===== src/rtl/idct_writeback.sv =====
// Writes one 8x8 block of S values (from the shared DPRAM) into the SRAM frame buffer.
// Each S value is scaled by 2^-16 and clipped to 0..255; pixel pairs are packed into 16-bit words.
module idct_writeback #(
  parameter logic [6:0]  S_BASE       = 7'd0,
  parameter logic [17:0] Y_BASE       = 18'd0,
  parameter logic [17:0] U_BASE       = 18'd38400,
  parameter logic [17:0] V_BASE       = 18'd57600,
  parameter logic [17:0] Y_ROW_WORDS  = 18'd160,
  parameter logic [17:0] UV_ROW_WORDS = 18'd80
) (
  input  logic        CLOCK_50_I,
  input  logic        Resetn,
  input  logic        WB_start,
  output logic        WB_done,
  output logic        WB_busy,
  input  logic [1:0]  plane,
  input  logic [4:0]  block_row,
  input  logic [5:0]  block_col,
  output logic [6:0]  S_read_address,
  input  logic [31:0] S_read_data,
  output logic [17:0] SRAM_address,
  output logic [15:0] SRAM_write_data,
  output logic        SRAM_we_n
);

  typedef enum logic [1:0] {S_IDLE, S_READ, S_DRAIN, S_DONE} state_t;

  state_t      state_q, state_d;
  logic [5:0]  rd_cnt_q, rd_cnt_d;
  logic [5:0]  cap_k_q, cap_k_d;
  logic        cap_valid_q, cap_valid_d;
  logic [1:0]  plane_q, plane_d;
  logic [4:0]  brow_q, brow_d;
  logic [5:0]  bcol_q, bcol_d;
  logic [7:0]  hi_q, hi_d;
  logic [6:0]  rd_addr_q, rd_addr_d;
  logic [17:0] sram_addr_q, sram_addr_d;
  logic [15:0] wdata_q, wdata_d;
  logic        we_n_q, we_n_d;

  logic [7:0]  pix;
  logic [17:0] plane_base;
  logic [17:0] row_words;
  logic [17:0] row_idx;
  logic [17:0] word_addr;
  logic        s_frac_unused;

  // Fractional bits are discarded by the >>>16 scaling.
  assign s_frac_unused = ^S_read_data[15:0];

  always_comb begin
    if (S_read_data[31])          pix = 8'd0;
    else if (|S_read_data[30:24]) pix = 8'd255;
    else                          pix = S_read_data[23:16];
  end

  always_comb begin
    case (plane_q)
      2'd0:    begin plane_base = Y_BASE; row_words = Y_ROW_WORDS;  end
      2'd1:    begin plane_base = U_BASE; row_words = UV_ROW_WORDS; end
      default: begin plane_base = V_BASE; row_words = UV_ROW_WORDS; end
    endcase
    row_idx   = 18'({brow_q, 3'b000}) + 18'(cap_k_q[5:3]);
    word_addr = plane_base + row_idx * row_words + 18'({bcol_q, 2'b00}) + 18'(cap_k_q[2:1]);
  end

  always_comb begin
    state_d     = state_q;
    rd_cnt_d    = rd_cnt_q;
    cap_k_d     = cap_k_q;
    cap_valid_d = 1'b0;
    plane_d     = plane_q;
    brow_d      = brow_q;
    bcol_d      = bcol_q;
    hi_d        = hi_q;
    rd_addr_d   = rd_addr_q;
    sram_addr_d = sram_addr_q;
    wdata_d     = wdata_q;
    we_n_d      = 1'b1;

    case (state_q)
      S_IDLE: begin
        if (WB_start) begin
          plane_d   = plane;
          brow_d    = block_row;
          bcol_d    = block_col;
          rd_cnt_d  = 6'd0;
          rd_addr_d = S_BASE;
          state_d   = S_READ;
        end
      end
      S_READ: begin
        // Tag the read issued this cycle so its data is processed next cycle.
        cap_valid_d = 1'b1;
        cap_k_d     = rd_cnt_q;
        if (rd_cnt_q == 6'd63) begin
          rd_cnt_d = 6'd0;
          state_d  = S_DRAIN;
        end else begin
          rd_cnt_d  = rd_cnt_q + 6'd1;
          rd_addr_d = S_BASE + {1'b0, rd_cnt_q + 6'd1};
        end
      end
      S_DRAIN: begin
        if (!we_n_q) state_d = S_DONE;
      end
      default: state_d = S_IDLE;
    endcase

    if (cap_valid_q) begin
      if (!cap_k_q[0]) begin
        hi_d = pix;
      end else begin
        we_n_d      = 1'b0;
        wdata_d     = {hi_q, pix};
        sram_addr_d = word_addr;
      end
    end
  end

  always_ff @(posedge CLOCK_50_I or negedge Resetn) begin
    if (!Resetn) begin
      state_q     <= S_IDLE;
      rd_cnt_q    <= 6'd0;
      cap_k_q     <= 6'd0;
      cap_valid_q <= 1'b0;
      plane_q     <= 2'd0;
      brow_q      <= 5'd0;
      bcol_q      <= 6'd0;
      hi_q        <= 8'd0;
      rd_addr_q   <= S_BASE;
      sram_addr_q <= 18'd0;
      wdata_q     <= 16'd0;
      we_n_q      <= 1'b1;
    end else begin
      state_q     <= state_d;
      rd_cnt_q    <= rd_cnt_d;
      cap_k_q     <= cap_k_d;
      cap_valid_q <= cap_valid_d;
      plane_q     <= plane_d;
      brow_q      <= brow_d;
      bcol_q      <= bcol_d;
      hi_q        <= hi_d;
      rd_addr_q   <= rd_addr_d;
      sram_addr_q <= sram_addr_d;
      wdata_q     <= wdata_d;
      we_n_q      <= we_n_d;
    end
  end

  assign WB_done         = (state_q == S_DONE);
  assign WB_busy         = (state_q != S_IDLE);
  assign S_read_address  = rd_addr_q;
  assign SRAM_address    = sram_addr_q;
  assign SRAM_write_data = wdata_q;
  assign SRAM_we_n       = we_n_q;

endmodule


===== config.mk =====
export PLATFORM = sky130hd
export DESIGN_NAME = idct_writeback
export DESIGN_NICKNAME = d
export VERILOG_FILES = /design/src/rtl/idct_writeback.sv
export SDC_FILE = /design/constraint.sdc
export NUM_CORES = 1
export LEC_CHECK = 0
export ABC_AREA = 0
export CAP_MARGIN = 5
export CORE_UTILIZATION = 50
export DETAILED_ROUTE_END_ITERATION = 12
export DONT_BUFFER_PORTS = 1
export PLACE_DENSITY = 0.68
export SLEW_MARGIN = 20
export SYNTH_ARGS = -nofsm -noshare
export SYNTH_HDL_FRONTEND = slang
export SYNTH_SLANG_ARGS = --single-unit
export TNS_END_PERCENT = 20

===== constraint.sdc =====
create_clock -name CLOCK_50_I -period 4.9 [get_ports CLOCK_50_I]
set_clock_uncertainty 0.05 [all_clocks]
set_input_delay 0.98 -clock CLOCK_50_I [delete_from_list [all_inputs] [get_ports CLOCK_50_I]]
set_output_delay 0.98 -clock CLOCK_50_I [all_outputs]
set_load 0.01 [all_outputs]

# == Word level (Yosys, flattened, before mapping) ==
# Cells that the tools add are included.
# classes
add_sub_neg,5
n_mul,1
n_eq_ne,9
muxes,17
n_bitwise,1
n_reduce_logical,11
# op_table
operator,n
$pmux 16 s2,1
$mux 8,3
$add 18x18->18,1
$add 18x2->18,1
$add 18x8->18,1
$mul 9x18->18,1
$mux 7,2
$pmux 7 s2,1
$mux 6,2
$pmux 6 s2,1
$add 8x3->9,1
$ne 2x2->1 const B,4
$reduce_and 2->1,4
$reduce_or 7->1,1
$add 6x1->6 const B,1
$eq 6x6->1 const B,1
$mux 2,3
$pmux 2 s3,1
$reduce_and 3->1,2
$eq 2x1->1 const B,2
$eq 2x2->1 const B,2
$logic_not 2->1,2
$reduce_bool 2->1,2
$mux 1,3
$not 1->1,1
# word_totals
reg_bits,78
elab_cells,56

# == Logic depth before layout (Yosys ltp) ==
# depth
depth_word,6
ltp_mapped,18
mapped_depth_nobuf,17

# == Worst setup path before layout ==
# No wires, ideal clock.
# synth_path
path_kind,register to register
startpoint,register plane_q[0]
endpoint,"register sram_addr_q[16], in the netlist SRAM_address[16]"
setup_time_ns,0.082
t_arrival_ns,4.291
required_time_ns,4.768
slack_ns,0.477
path_stages_with_launch,17
n_path_buf,1
period_less_slack_ns,4.423
cell_sequence,dfrtp_1 or2_2 buf_2 and2_1 nand2b_1 ha_1 inv_1 fa_1 inv_1 fa_1 ha_1 ha_1 nor2b_4 o31a_1 o211a_1 or4_1 a31oi_1
# synth_via
elab_chain_cells,6
elab_cells_between_ends,8
# synth_lines
element,line,text
"start, declared",32,"logic [1:0] plane_q, plane_d;"
"start signal, assigned",140,plane_q <= plane_d;
$logic_not 2->1,58,case (plane_q)
$mux 8,58,
$mul 9x18->18,64,"word_addr = plane_base + row_idx * row_words + 18'({bcol_q, 2'b00}) + 18'(cap_k_q[2:1]);"
$add 18x18->18 *,64,
$add 18x8->18 *,64,
$add 18x2->18 *,64,
"end signal, assigned",145,sram_addr_q <= sram_addr_d;
"end, declared",37,"logic [17:0] sram_addr_q, sram_addr_d;"
# Mark *: on every way between the ends. The rest lies on a longest branch, timed or not.
# A chain may end at the register's enable or synchronous reset.

# == Worst setup path in the final report ==
# Same ends and word-level chain as after synthesis.

==> flow_metrics.py <==
metrics = {
    "outcome": {
        "status": "complete, no violations",
    },
    "critical_path": {
        "cpMostUsedCell": "ha_1",
        "path_class": "reg -> reg",
        "crit_start": "plane_q[0]$_DFFE_PN0P_",
        "path_max_fanout": 10,
        "crit_arrival_ns": 4.87,
        "crit_path_cell_trace": "or2_2 -> and2_1 -> nand2b_1 -> ha_1 -> inv_1 -> fa_1 -> inv_1 -> fa_1 -> ha_1 -> ha_1 -> nor2b_4 -> o31a_1 -> o211a_1 -> or4_1 -> a31oi_1",
        "slowest_stage": "fa_1",
        "reg2reg_to": "SRAM_address[16]$_DFFE_PN0P_",
        "worstSetupEndpointType": "flip-flop",
        "crit_family": "adder cells",
        "cp_num_buf_inv": 2,
        "worst-path-stages": 15,
        "r2r_cells": 15,
        "reg2reg_slack_ns": 0.26,
        "startpoint_type": "flip-flop",
        "crit_end": "SRAM_address[16]$_DFFE_PN0P_",
        "cp.required_ns": 5.13,
        "timing.rr.start": "plane_q[0]$_DFFE_PN0P_",
        "cpPeakStageDelay_ns": 0.50,
    },
    "routing": {
        "wl_um": 8210,
        "dr.pass1.iters": 4,
        "drc": 0,
        "num_vias": 3050,
        "drtAntennaViolNets": 0,
        "viasPerCell": 5.43,
        "drtIter0Drc": 92,
        "avgRoutedWirePerCell_um": 14.6,
    },
    "logic_synthesis": {
        "ys_ff_latch": 77,
        "yosysMostFrequentCell": "nand2_1",
        "synthesis.area_um2": 4480,
        "syn_area_per_cell_um2": 9.88,
        "synth_flop_cell": "dfrtp_1",
        "yosysTopAreaCell": "dfrtp_1",
        "synth_edf_count": 0,
        "synth_cell_type_count": 48,
        "yosys_warnings": 0,
        "seq_area_frac_synth_pct": 43.1,
        "synth_cells": 453,
        "synth_commonest_cells": "93 x nand2_1, 76 x dfrtp_1, 41 x ha_1, 41 x inv_1, 28 x mux2_2",
        "synth.area.top_cells": "dfrtp_1 42%, ha_1 11%, nand2_1 7.8%",
        "synth_top_area_share_pct": 42.5,
        "ys_async_sr_fraction_pct": 100,
    },
    "clock_network": {
        "cts_tree": "yes",
        "h-tree-depth": 3,
        "numCtsBuffers": 9,
        "cts_hold_buf": 0,
        "post_cts_resized": 0,
        "cts-root-buf": "clkbuf_8",
        "clk_path_buf_depth": 2,
        "clock-sinks": 77,
        "clkLatencyLatePin_ns": 0.36,
        "clkTransAtPathRegs_ns": 0.09,
        "cts_setup_buffers": 0,
    },
    "final_layout": {
        "drive_gt1_share_pct": 11.7,
        "final_cells": 562,
        "postLayoutCellArea_um2": 4770,
        "diodes": 0,
        "nets": 553,
        "syn_to_final_growth_pct": 6.57,
    },
    "floorplanning": {
        "fp-row-count": 34,
        "ios": 92,
        "fp.coreArea_um2": 8680,
        "fp.dieW_um": 96.6,
        "fp.dieArea_um2": 9330,
        "fp.dieH_um": 96.6,
        "initial_utilization_pct": 51.6,
    },
    "sta": {
        "min_period_over_period_pct": 94.8,
        "min_period_ns": 4.64,
        "fmax_mhz": 215,
        "slew_headroom_pct": 50.6,
        "finalSetupViolCount": 0,
        "rsz0062_at_grt": "no",
        "slew_viol_final": 0,
        "hold_viol": 0,
        "tightest_slew_ns": 0.740,
        "final.setup.tns_ns": 0,
        "setup_ws_ns": 0.256,
    },
    "power_and_ir_drop": {
        "p_switching_mw": 1.82,
        "power.share.sequential_pct": 29.2,
        "p_sw_share_pct": 45.8,
        "powerDensity_nw_per_um2": 836,
        "clock_power_share_pct": 12.5,
        "power_mw": 3.99,
        "intPower_mw": 2.16,
        "combPwrFrac_pct": 58.3,
        "ir_worst_vdd_uv": 386,
        "p_leak_nw": 2.42,
    },
    "job": {
        "maxCapViolations": 0,
    },
    "global_routing": {
        "grt_pass1_wl_um": 14600,
        "grt_max_degree": 78,
        "grt_usage_pct": 19.2,
        "grt_pass1_vias": 3156,
        "overflow": 0,
        "antenna_found_initial": 1,
    },
    "placed_design": {
        "gp_congestion": 0.865,
        "numPortBuffers": 0,
        "dp_hpwl_um": 6060,
        "pre_cts_ws_ns": 0.281,
        "placed_cell_area_um2": 4560,
        "placedCellCount": 546,
    },
    "min_path": {
        "hold_path_class": "in -> async",
    },
}
## per-layer routing
| metal | up-vias | GRT usage, % | share of wire (%) |
|---|---|---|---|
| met5 | - | 0 | 0 |
| met4 | 0 | 8.84 | 2.4 |
| met3 | 19 | 5.27 | 6.4 |
| met2 | 93 | 29.8 | 46 |
| met1 | 1450 | 25.0 | 45 |
| li1 | 1488 | - | - |
## state kept, by name, summed over array words and instances, names as in the netlist
| register | count |
|---|---|
| state_q | 2 |
| brow_q | 5 |
| cap_valid_q | 1 |
| SRAM_we_n | 1 |
| plane_q | 2 |
| cap_k_q | 6 |
| hi_q | 8 |
| rd_cnt_q | 6 |
| S_read_address | 6 |
| SRAM_write_data | 16 |
| bcol_q | 6 |
| SRAM_address | 18 |
## layout make-up
type / count / area (um2)
fill: 794 / 3910
multi-input combinational: 315 / 2310
sequential: 77 / 1930
inverter: 42 / 158
tap: 108 / 135
clock buffer: 9 / 124
clock inverter: 7 / 81.3
timing repair buffer: 4 / 30.0
## metrics by stage
stage,hold WS [ns],util [%]
global route,0.234,55.0
global placement,0.392,52.6
detailed placement,0.398,52.6
finish,0.261,55.0
floorplan,0.383,-
CTS,0.238,55.0
## power by group through the flow
stage | clock [mW] | combinational (mW) | sequential, mW
floorplan | 0 | 1.88 | 1.12
global placement | 0 | 2.25 | 1.17
detailed placement | 0 | 2.29 | 1.18
CTS | 0.513 | 2.34 | 1.17
global route | 0.538 | 2.70 | 1.21
finish | 0.498 | 2.32 | 1.17
## cell families after synthesis
logic type,after synthesis,share of synthesized area (%)
compound gates,69,9.90
xor+xnor,6,1.17
fa+ha+maj,56,18.2
buf+inv,63,5.40
flops,77,43.1
mux,29,7.27
other cells,2,0.168
simple gates,151,14.8
## how the worst min path moves through the flow
| stage | startpoint | slack (ns) | end |
|---|---|---|---|
| finish | Resetn | 0.26 | SRAM_address[3]$_DFFE_PN0P_ |
| floorplan | bcol_q[0]$_DFFE_PN0P_ | 0.38 | SRAM_address[2]$_DFFE_PN0P_ |
| global placement | hi_q[3]$_DFFE_PN0P_ | 0.39 | SRAM_write_data[11]$_DFFE_PN0P_ |
| global route | Resetn | 0.23 | SRAM_address[3]$_DFFE_PN0P_ |
| detailed placement | hi_q[4]$_DFFE_PN0P_ | 0.40 | SRAM_write_data[12]$_DFFE_PN0P_ |
| CTS | Resetn | 0.24 | S_read_address[0]$_DFFE_PN0P_ |
## cell usage in the layout, fill, tap and decap left out, drive strengths merged, types with 2 or more instances in the layout
master and n:
and2 10, ha 41, xnor2 2, o21ai 24
o21a 2, a21oi 11, mux2 28, fa 15
or2 2, a21o 4, nor3 4, nand2b 4
inv 45, clkinv 3, a31oi 2, clkbuf 9
o31ai 12, nand3 6, a211oi 2, o211a 2
conb 4, nor2b 4, nand2 93, buf 4
a22o 3, xor2 4, nor2 20, dfrtp 76
(Power assumes the default switching activity.)
